## config.mk

```make
export PLATFORM = sky130hd
export DESIGN_NAME = afifo_rd_stream
export DESIGN_NICKNAME = d
export VERILOG_FILES = /design/src/rtl/afifo_pkg.sv /design/src/rtl/afifo_rd_stream_rd_skid_buf.sv /design/src/rtl/afifo_rd_stream.sv
export SDC_FILE = /design/constraint.sdc
export NUM_CORES = 1
export LEC_CHECK = 0
export CAP_MARGIN = 20
export CORE_UTILIZATION = 50
export DETAILED_ROUTE_END_ITERATION = 8
export GPL_TIMING_DRIVEN = 0
export PLACE_DENSITY = 0.87
export REMOVE_ABC_BUFFERS = 1
export SYNTH_ARGS = -nofsm -noshare
export SYNTH_HDL_FRONTEND = slang
export SYNTH_SLANG_ARGS = --single-unit
```

## constraint.sdc

```tcl
create_clock -name clk -period 6.3 [get_ports clk]
set_input_delay 1.575 -clock clk [delete_from_list [all_inputs] [get_ports clk]]
set_output_delay 1.575 -clock clk [all_outputs]
set_load 0.03 [all_outputs]
```

## src/rtl/afifo_pkg.sv

```systemverilog
// -----------------------------------------------------------------------------
// afifo_pkg
//
// Shared constants and helpers for the asynchronous-FIFO read-side stream
// stage.
//
// Contents:
//   AFIFO_RD_STREAM_DEPTH_MIN : smallest legal skid depth (one beat per cycle)
//   AFIFO_RD_STREAM_DEPTH_MAX : largest supported skid depth
//   afifo_cnt_width()         : width of an occupancy counter that can hold
//                               the value DEPTH itself
//   afifo_idx_width()         : width of a read/write index into DEPTH slots
// -----------------------------------------------------------------------------
package afifo_pkg;

   localparam int AFIFO_RD_STREAM_DEPTH_MIN = 2;
   localparam int AFIFO_RD_STREAM_DEPTH_MAX = 8;

   // Occupancy runs 0..DEPTH inclusive, so it needs one bit more than an index.
   function automatic int afifo_cnt_width(input int depth);
      return $clog2(depth) + 1;
   endfunction

   // Indices run 0..DEPTH-1. DEPTH is at least 2, so this is never zero.
   function automatic int afifo_idx_width(input int depth);
      return $clog2(depth);
   endfunction

endpackage : afifo_pkg

```

## src/rtl/afifo_rd_stream_rd_skid_buf.sv

```systemverilog
// -----------------------------------------------------------------------------
// rd_skid_buf
//
// DEPTH-entry circular store used as the skid buffer of afifo_rd_stream.
// DEPTH need not be a power of two, so both indices wrap by compare-and-clear
// rather than by letting the counter overflow.
//
// Ports:
//   clk       in   read-domain clock
//   rst       in   asynchronous active-high reset
//   flush     in   clear count and both indices at the next edge; blocks the
//                  write of that cycle
//   enq       in   write enq_data at the write index
//   enq_data  in   W-bit beat to store
//   deq       in   retire the entry at the read index (caller guarantees
//                  count != 0)
//   count     out  number of stored entries, 0..DEPTH
//   head_data out  entry at the read index (don't-care while count == 0)
// -----------------------------------------------------------------------------
module rd_skid_buf
   import afifo_pkg::*;
#(
   parameter  int W     = 32,
   parameter  int DEPTH = 2,
   localparam int CNT_W = afifo_cnt_width(DEPTH),
   localparam int IDX_W = afifo_idx_width(DEPTH)
) (
   input  logic             clk,
   input  logic             rst,
   input  logic             flush,
   input  logic             enq,
   input  logic [W-1:0]     enq_data,
   input  logic             deq,
   output logic [CNT_W-1:0] count,
   output logic [W-1:0]     head_data
);

   logic [W-1:0]     mem_q [DEPTH];
   logic [IDX_W-1:0] wa_q, wa_d;
   logic [IDX_W-1:0] ra_q, ra_d;
   logic [CNT_W-1:0] count_q, count_d;

   // Advance an index by one slot, wrapping after the last real entry.
   function automatic logic [IDX_W-1:0] idx_inc(input logic [IDX_W-1:0] idx);
      if (idx == IDX_W'(DEPTH - 1)) begin
         return '0;
      end
      return idx + IDX_W'(1);
   endfunction

   // NOTE: every variable gets its hold value first so no path through the
   // block leaves it unassigned; otherwise synthesis infers a latch.
   always_comb begin
      wa_d    = wa_q;
      ra_d    = ra_q;
      count_d = count_q;
      if (flush) begin
         wa_d    = '0;
         ra_d    = '0;
         count_d = '0;
      end else begin
         if (enq) begin
            wa_d = idx_inc(wa_q);
         end
         if (deq) begin
            ra_d = idx_inc(ra_q);
         end
         // Simultaneous write and read leave the occupancy unchanged.
         unique case ({enq, deq})
            2'b10:   count_d = count_q + CNT_W'(1);
            2'b01:   count_d = count_q - CNT_W'(1);
            default: count_d = count_q;
         endcase
      end
   end

   // NOTE: state registers use non-blocking assignments so every flop samples
   // the pre-edge values regardless of block evaluation order.
   always_ff @(posedge clk or posedge rst) begin
      if (rst) begin
         wa_q    <= '0;
         ra_q    <= '0;
         count_q <= '0;
      end else begin
         wa_q    <= wa_d;
         ra_q    <= ra_d;
         count_q <= count_d;
      end
   end

   // NOTE: the storage array has no reset; an entry is only ever read after
   // it has been written, and leaving it unreset lets it map onto plain
   // register-file cells.
   always_ff @(posedge clk) begin
      if (enq && !flush) begin
         mem_q[wa_q] <= enq_data;
      end
   end

   assign count     = count_q;
   assign head_data = mem_q[ra_q];

endmodule : rd_skid_buf

```

## src/rtl/afifo_rd_stream.sv

```systemverilog
// -----------------------------------------------------------------------------
// afifo_rd_stream
//
// Read-side stage directly downstream of an asynchronous FIFO's pop port, in
// the read clock domain. It pops whenever the FIFO is non-empty and there is
// room for the beat, absorbs the FIFO's one-cycle read latency in a small
// skid buffer, and presents a valid/ready stream that sustains one beat per
// cycle.
//
// Optional feature (compile-time macro):
//   AFIFO_RD_STREAM_BYPASS_EN  when defined, a beat arriving while the buffer
//                              is empty is shown on the stream in its arrival
//                              cycle and is not stored if it is accepted
//                              there (pop-to-valid latency 1 instead of 2).
//
// Parameters:
//   W      data width, equal to the FIFO's data width
//   DEPTH  skid buffer entries, 2..8
//
// Ports:
//   clk            in   read-domain clock (FIFO rclk)
//   rst            in   asynchronous active-high reset
//   flush          in   drop every buffered and in-flight beat
//   empty_r        in   FIFO empty flag
//   pop            out  FIFO pop request (combinational)
//   pop_data       in   FIFO read data, valid with pop_data_vld_r
//   pop_data_vld_r in   FIFO read-data valid, one cycle after pop
//   out_vld        out  stream valid
//   out_rdy        in   stream ready
//   out_data       out  stream data, stable while out_vld & ~out_rdy
//   level          out  number of buffered entries
// -----------------------------------------------------------------------------
module afifo_rd_stream
   import afifo_pkg::*;
#(
   parameter  int W     = 32,
   parameter  int DEPTH = 2,
   localparam int CNT_W = afifo_cnt_width(DEPTH)
) (
   input  logic             clk,
   input  logic             rst,
   input  logic             flush,
   input  logic             empty_r,
   output logic             pop,
   input  logic [W-1:0]     pop_data,
   input  logic             pop_data_vld_r,
   output logic             out_vld,
   input  logic             out_rdy,
   output logic [W-1:0]     out_data,
   output logic [CNT_W-1:0] level
);

   logic [CNT_W-1:0] count;
   logic [W-1:0]     head_data;
   logic             deq;
   logic             buf_enq;
   logic             buf_deq;
   logic [CNT_W:0]   occupancy;

   // A beat already returning from the FIFO holds a slot even though it is
   // not stored yet; counting it here means no beat can ever arrive to a full
   // buffer.
   assign occupancy = {1'b0, count} + {{CNT_W{1'b0}}, pop_data_vld_r};

   assign deq = out_vld & out_rdy;

   // A dequeue in this cycle frees a slot for the beat popped now, which is
   // what keeps the stage at one beat per cycle with only two entries.
   assign pop = ~empty_r & ~flush & ~rst &
                ((occupancy < (CNT_W + 1)'(DEPTH)) | deq);

`ifdef AFIFO_RD_STREAM_BYPASS_EN
   logic bypass_act;

   // Empty buffer and a beat on the FIFO port: show it straight away. A
   // flushed beat is never shown.
   assign bypass_act = (count == '0) & pop_data_vld_r & ~flush;

   assign out_vld  = (count != '0) | bypass_act;
   assign out_data = bypass_act ? pop_data : head_data;

   // A bypassed beat taken by the consumer this cycle is never stored; one
   // that is stalled is stored and becomes the head next cycle.
   assign buf_enq  = pop_data_vld_r & ~flush & ~(bypass_act & out_rdy);
   assign buf_deq  = (count != '0) & out_rdy;
`else
   assign out_vld  = (count != '0);
   assign out_data = head_data;
   assign buf_enq  = pop_data_vld_r & ~flush;
   assign buf_deq  = deq;
`endif

   rd_skid_buf #(
      .W     (W),
      .DEPTH (DEPTH)
   ) u_skid (
      .clk       (clk),
      .rst       (rst),
      .flush     (flush),
      .enq       (buf_enq),
      .enq_data  (pop_data),
      .deq       (buf_deq),
      .count     (count),
      .head_data (head_data)
   );

   assign level = count;

endmodule : afifo_rd_stream
```

==> impl_metrics.csv, run 1 <==
group,metric,value,unit
power_and_ir_drop,clockPowerShare,33.1,%
synthesis,seq_area_frac_synth,78.4,%
routing,drt_iter0_markers,62,
timing,setup_slack,1470,ps
place,dp_slack,1480,ps
final_layout,layout_commonest_cell,"clkdlybuf4s50_1",
power_and_ir_drop,ir_drop,0.000247,V
clocking,cts_tree,"yes",
timing,finClkSkew,9.73,ps
final_layout,finish.utilization,73.8,%
timing,min_period,4830,ps
grt,met1_usage,20.5,%
synthesis,yosysWarnings,0,
floorplanning,dieArea,5450,µm²
grt,grt_overflow,0,
clocking,clkTransAtPathRegs,60,ps
run,cap_violations,0,
worst_setup_path,critPathCaptureType,"output port",
clocking,clock-sinks,68,
timing,finalCritPeriodShare,76.7,%
final_layout,diodes,0,
grt,use_met3,7.41,%
power_and_ir_drop,p_leak,1.20,nW
clocking,clk_path_buf_depth,2,
grt,grt_use_met2,31.7,%
routing,drt-vias-per-instance,5.01,
synthesis,synth_area_leaders,"edfxtp_1, mux2_2, dfrtp_1, buf_6, a2111oi_4",
worst_setup_path,crit_top_cell,"clkdlybuf4s50_1",
worst_setup_path,crit_chain,"clkdlybuf4s50_1 > a21oi_1 > nor2_1 > nor4_1 > clkdlybuf4s50_1",
synthesis,syn_area,2580,µm²
place,port_buffers,73,
final_layout,fill_cells,313,
timing,rsz0062_at_grt,"false",
synthesis,synth_cells,128,
worst_setup_path,path_delay_family,"buffers and inverters",
floorplanning,die_x,73.8,µm
power_and_ir_drop,power_density,279,nW/µm²
timing,hold_violations,0,
floorplanning,num_rows,25,
timing,setup_tns,0,ps
power_and_ir_drop,power,0.998,mW
final_layout,final_cell_mix,"clkdlybuf4s50_1, edfxtp_1, mux2_2",
final_layout,stdcell_area,3580,µm²
worst_setup_path,worstPathMaxFanout,7,
clocking,post-cts-setup-buffer-count,0,
clocking,cts_root_buf,"clkbuf_8",
synthesis,syn_area_per_cell,20.1,µm²
timing,slew_viol_final,0,
final_layout,fin_nets,247,
power_and_ir_drop,switchingPower,0.235,mW
grt,grt_antenna_before_repair,0,
synthesis,synth_cell_types,21,
outcome,status,"completed",
timing,finalSetupViolations,0,
worst_setup_path,start_kind,"primary input",
worst_setup_path,cp_slowest_cell,"clkdlybuf4s50_1",
floorplanning,pin_count,74,
routing,drcViolationCount,0,
timing,fmax,0.207,GHz
power_and_ir_drop,seq_power_share,52.4,%
floorplanning,core,4850,µm²
final_layout,area_delta_synth_final,38.7,%
worst_hold_path,hold_path.class,"reg2reg",
power_and_ir_drop,p_int,0.764,mW
clocking,cts_hold_buf,0,
place,place_area,3400,µm²
worst_setup_path,path_buf_inv,2,
grt,globalRoute.busiestLayer,"met2",
grt,grt_use_total,19.0,%
worst_setup_path,arrival,3260,ps
clocking,cts_buffers,9,
place,dp.cells,265,
final_layout,fin_cells,280,
final_layout,drive_above_1_share,23.9,%
worst_setup_path,crit_required,4720,ps
routing,drt-total-wl,4.64,mm
floorplanning,start_util,53.2,%
routing,wire_per_inst,16.6,µm
grt,grt_pass1_wl,7.04,mm
synthesis,yosys.area.top_type,"edfxtp_1",
grt,grt_pass1_vias,1501,
place,dp_hpwl,3.04,mm
clocking,htreeDepth,3,
timing,maxSlewHeadroom,37.5,%
power_and_ir_drop,comb_power_share,14.5,%
routing,ant_nets,0,
power_and_ir_drop,power.share.switching,23.5,%
worst_setup_path,crit_type,"in2out",
synthesis,synth-seq-cells,68,
synthesis,synth_top_cell_area_share,74.5,%
timing,tightest_slew,935,ps
place,gp_congestion,0.785,
timing,hold_ws,660,ps
worst_setup_path,cpPeakStageDelay,720,ps
grt,grt_max_degree,33,
clocking,insertion_delay,340,ps
clocking,post_cts_resized,0,
routing,drt_pre_antenna_iters,4,
floorplanning,die_h,73.8,µm
routing,vias,1402,
## cell type report
| class | instances | area, µm² | share of cell area, % |
|---|---|---|---|
| multi-input cells | 52 | 518 | 14.5 |
| flip-flops and latches | 68 | 2020 | 56.5 |
| repair buffers | 74 | 758 | 21.2 |
| inverters | 4 | 15.0 | 0.420 |
| clock inverters | 6 | 56.3 | 1.57 |
| clock buffers | 9 | 124 | 3.46 |
| well taps | 67 | 83.8 | 2.34 |
## power by group through the flow
stage | logic, mW | clock network [mW] | registers (mW)
4_1_cts | 0.146 | 0.336 | 0.524
2_1_floorplan | 0.0703 | 0 | 0.534
5_1_grt | 0.153 | 0.354 | 0.525
3_5_place_dp | 0.146 | 0 | 0.533
3_3_place_gp | 0.135 | 0 | 0.535
6_report | 0.145 | 0.330 | 0.523
## layer usage
metal / part of all wire [%] / wire length [µm] / vias to the layer above
met5: 0 / 0 / -
met2: 50 / 2330 / 59
met1: 41 / 1910 / 675
met4: 2.1 / 99 / 0
met3: 6.5 / 300 / 11
li1: - / - / 657
## worst paths after layout
path | slack [ps] | from | endpoint | cells after the start
worst max-delay path | 1470 | pop_data_vld_r | pop | 5
max in group asynchronous | 4660 | rst | u_skid.ra_q | 2
worst max register to register | 4670 | u_skid.wa_q | u_skid.mem_q[1][22] | 2
worst min-delay path | 660 | u_skid.wa_q | u_skid.wa_q | 2
worst min register to register | 660 | u_skid.wa_q | u_skid.wa_q | 2
min in group asynchronous | 1470 | rst | u_skid.count[1] | 2
## sequential cells by signal (all words and copies together), names as in the netlist
register / count
u_skid.mem_q: 64
u_skid.ra_q: 1
u_skid.count: 2
u_skid.wa_q: 1
## cells by family after synthesis
family	count (synthesis)	share of synthesized area, %
and+or+nand+nor	11	2.43
buffers and inverters	8	2.09
AOI/OAI and AO/OA	6	2.04
DFF	68	78.4
muxes	33	14.4
xor gates and xnor gates	2	0.679
## synth_stat cells
cell type	number
mux2_1	2
nor4_1	1
inv_2	1
dfrtp_1	4
nand3b_1	1
a21oi_1	2
or2_2	2
buf_2	1
mux2i_1	1
nand2b_1	1
and4_4	1
nor2_1	5
xor2_1	1
buf_6	3
xnor2_1	1
o21ai_0	2
a2111oi_4	1
inv_1	3
edfxtp_1	64
o21ai_1	1
mux2_2	30
## worst reg2reg max path, cell delays in order, from the launching register on
cell	delay (ps)
dfrtp_1	420
inv_1	90
nor2_4	740
(Power assumes the default switching activity.)
==> inputs of run 2 (changes only) <==
--- a/config.mk
+++ b/config.mk
@@ -6,10 +6,10 @@
 export NUM_CORES = 1
 export LEC_CHECK = 0
 export CAP_MARGIN = 20
-export CORE_UTILIZATION = 50
+export CORE_UTILIZATION = 47
 export DETAILED_ROUTE_END_ITERATION = 8
 export GPL_TIMING_DRIVEN = 0
-export PLACE_DENSITY = 0.87
+export PLACE_DENSITY = 0.83
 export REMOVE_ABC_BUFFERS = 1
 export SYNTH_ARGS = -nofsm -noshare
 export SYNTH_HDL_FRONTEND = slang
==> constraint.sdc (replaced) <==
create_clock -name clk -period 4.53 [get_ports clk]
set_input_delay 1.1325 -clock clk [delete_from_list [all_inputs] [get_ports clk]]
set_output_delay 1.1325 -clock clk [all_outputs]
set_load 0.03 [all_outputs]
==> impl_metrics.csv, run 2 (synthesis results as in run 1) <==
group,metric,value,unit
outcome,status,"completed",
final_layout,drive_above_1_share,24.8,%
clocking,clock-sinks,68,
final_layout,stdcell_area,3620,µm²
worst_setup_path,path_buf_inv,2,
worst_setup_path,crit_top_cell,"clkdlybuf4s50_1",
worst_hold_path,min_from,"u_skid.wa_q",
final_layout,final_cell_mix,"clkdlybuf4s50_1, edfxtp_1, mux2_2",
routing,wire_per_inst,15.7,µm
grt,grt_overflow,0,
worst_setup_path,crit_required,3400,ps
worst_hold_path,hold_path.class,"reg2reg",
routing,drt-vias-per-instance,4.96,
timing,slew_viol_final,0,
place,place_area,3400,µm²
routing,drt_iter0_markers,43,
final_layout,diodes,0,
worst_setup_path,cpPeakStageDelay,720,ps
timing,min_period,3960,ps
routing,drt_pre_antenna_iters,4,
floorplanning,dieArea,5790,µm²
place,port_buffers,73,
floorplanning,pin_count,74,
clocking,htreeDepth,3,
worst_setup_path,cp-startpoint,"pop_data_vld_r",
timing,hold_ws,622,ps
final_layout,largest_reg_flops,64,
timing,maxSlewHeadroom,36.2,%
timing,rsz0062_at_grt,"false",
floorplanning,die_h,76.1,µm
timing,hold_violations,0,
floorplanning,start_util,49.5,%
clocking,cts_root_buf,"clkbuf_8",
final_layout,seq_area,2020,µm²
worst_setup_path,crit_type,"in2out",
routing,drt-total-wl,4.45,mm
place,dp_hpwl,2.82,mm
grt,grt_use_total,16.6,%
clocking,clkTransAtPathRegs,70,ps
timing,finClkSkew,5.54,ps
clocking,cts_hold_buf,0,
routing,vias,1408,
clocking,insertion_delay,330,ps
worst_setup_path,crit_chain,"clkdlybuf4s50_1 > a21oi_1 > nor2_1 > nor4_1 > clkdlybuf4s50_1",
grt,grt_pass1_wl,7.16,mm
final_layout,largest_register,"u_skid.mem_q",
final_layout,fill_cells,369,
routing,drcViolationCount,0,
timing,finalCritPeriodShare,87.4,%
grt,grt_pass1_vias,1545,
grt,grt_antenna_before_repair,0,
routing,ant_nets,0,
worst_setup_path,arrival,2830,ps
worst_setup_path,start_kind,"primary input",
worst_setup_path,path_delay_family,"buffers and inverters",
worst_setup_path,reg2reg_from,"u_skid.wa_q",
clocking,cts_buffers,9,
timing,fmax,0.253,GHz
worst_setup_path,worstPathMaxFanout,7,
floorplanning,num_rows,26,
worst_setup_path,critPathCaptureType,"output port",
floorplanning,core,5200,µm²
timing,finalSetupViolations,0,
clocking,post_cts_resized,0,
clocking,cts_tree,"yes",
power_and_ir_drop,power,1.46,mW
worst_setup_path,cp_slowest_cell,"clkdlybuf4s50_1",
clocking,clk_path_buf_depth,2,
final_layout,area_delta_synth_final,40.3,%
timing,tightest_slew,954,ps
clocking,post-cts-setup-buffer-count,0,
final_layout,fin_nets,247,
timing,setup_tns,0,ps
power_and_ir_drop,power_density,403,nW/µm²
place,gp_congestion,0.755,
final_layout,layout_commonest_cell,"clkdlybuf4s50_1",
final_layout,multi_input_area,518,µm²
run,cap_violations,0,
power_and_ir_drop,ir_drop,0.000327,V
power_and_ir_drop,p_leak,1.21,nW
grt,grt_max_degree,33,
floorplanning,die_x,76.1,µm
[run 2: layout make-up]
type | instances | area share (%)
tap | 70 | 2.42
inverter | 4 | 0.415
multi-input combinational | 52 | 14.3
timing repair buffer | 74 | 21.0
clock buffer | 10 | 3.53
sequential | 68 | 55.9
clock inverter | 6 | 2.46
[run 2: worst paths after layout]
check	endpoint	slack (ps)	cells after the start
max in group asynchronous	u_skid.wa_q	3340	2
worst max-delay path	pop	570	5
worst min register to register	u_skid.wa_q	620	2
worst min-delay path	u_skid.wa_q	620	2
min in group asynchronous	u_skid.count[1]	1020	2
worst max register to register	u_skid.mem_q[1][0]	2870	2
[run 2: worst reg2reg max path, cell delays in order (launching register included)]
cell and delay (ps):
dfrtp_1 420, inv_1 100, nor2_4 750
[run 2: per-layer routing]
layer  vias up  wire length (µm)  global-route usage [%]
li1        658                 -                       -
met2        55              2370                    29.3
met1       688              1730                    17.8
met4         0                46                    8.65
met5         -                 0                       0
met3         7               307                    5.39
[run 2: power breakdown]
| part | total [mW] | internal, mW | switching, mW |
|---|---|---|---|
| Clock | 0.530 | 0.310 | 0.221 |
| Sequential | 0.727 | 0.715 | 0.0118 |
| Combinational | 0.201 | 0.101 | 0.101 |
[run 2: stage by stage]
stage	setup WS [ps]	utilization (%)	instances
final	571	69.5	284
after floorplan	1200	-	124
after global routing	519	69.5	284
after detailed placement	606	65.3	268
after CTS	586	69.5	284
after global placement	76.7	64.5	267
==> inputs of run 3 (changes only) <==
--- a/config.mk
+++ b/config.mk
@@ -7,6 +7,7 @@
 export LEC_CHECK = 0
 export CAP_MARGIN = 20
 export CORE_UTILIZATION = 47
+export CTS_CLUSTER_SIZE = 24
 export DETAILED_ROUTE_END_ITERATION = 8
 export GPL_TIMING_DRIVEN = 0
 export PLACE_DENSITY = 0.83
==> results of run 3 <==
No change in the layout: final DEF, timing and power equal those of run 2.
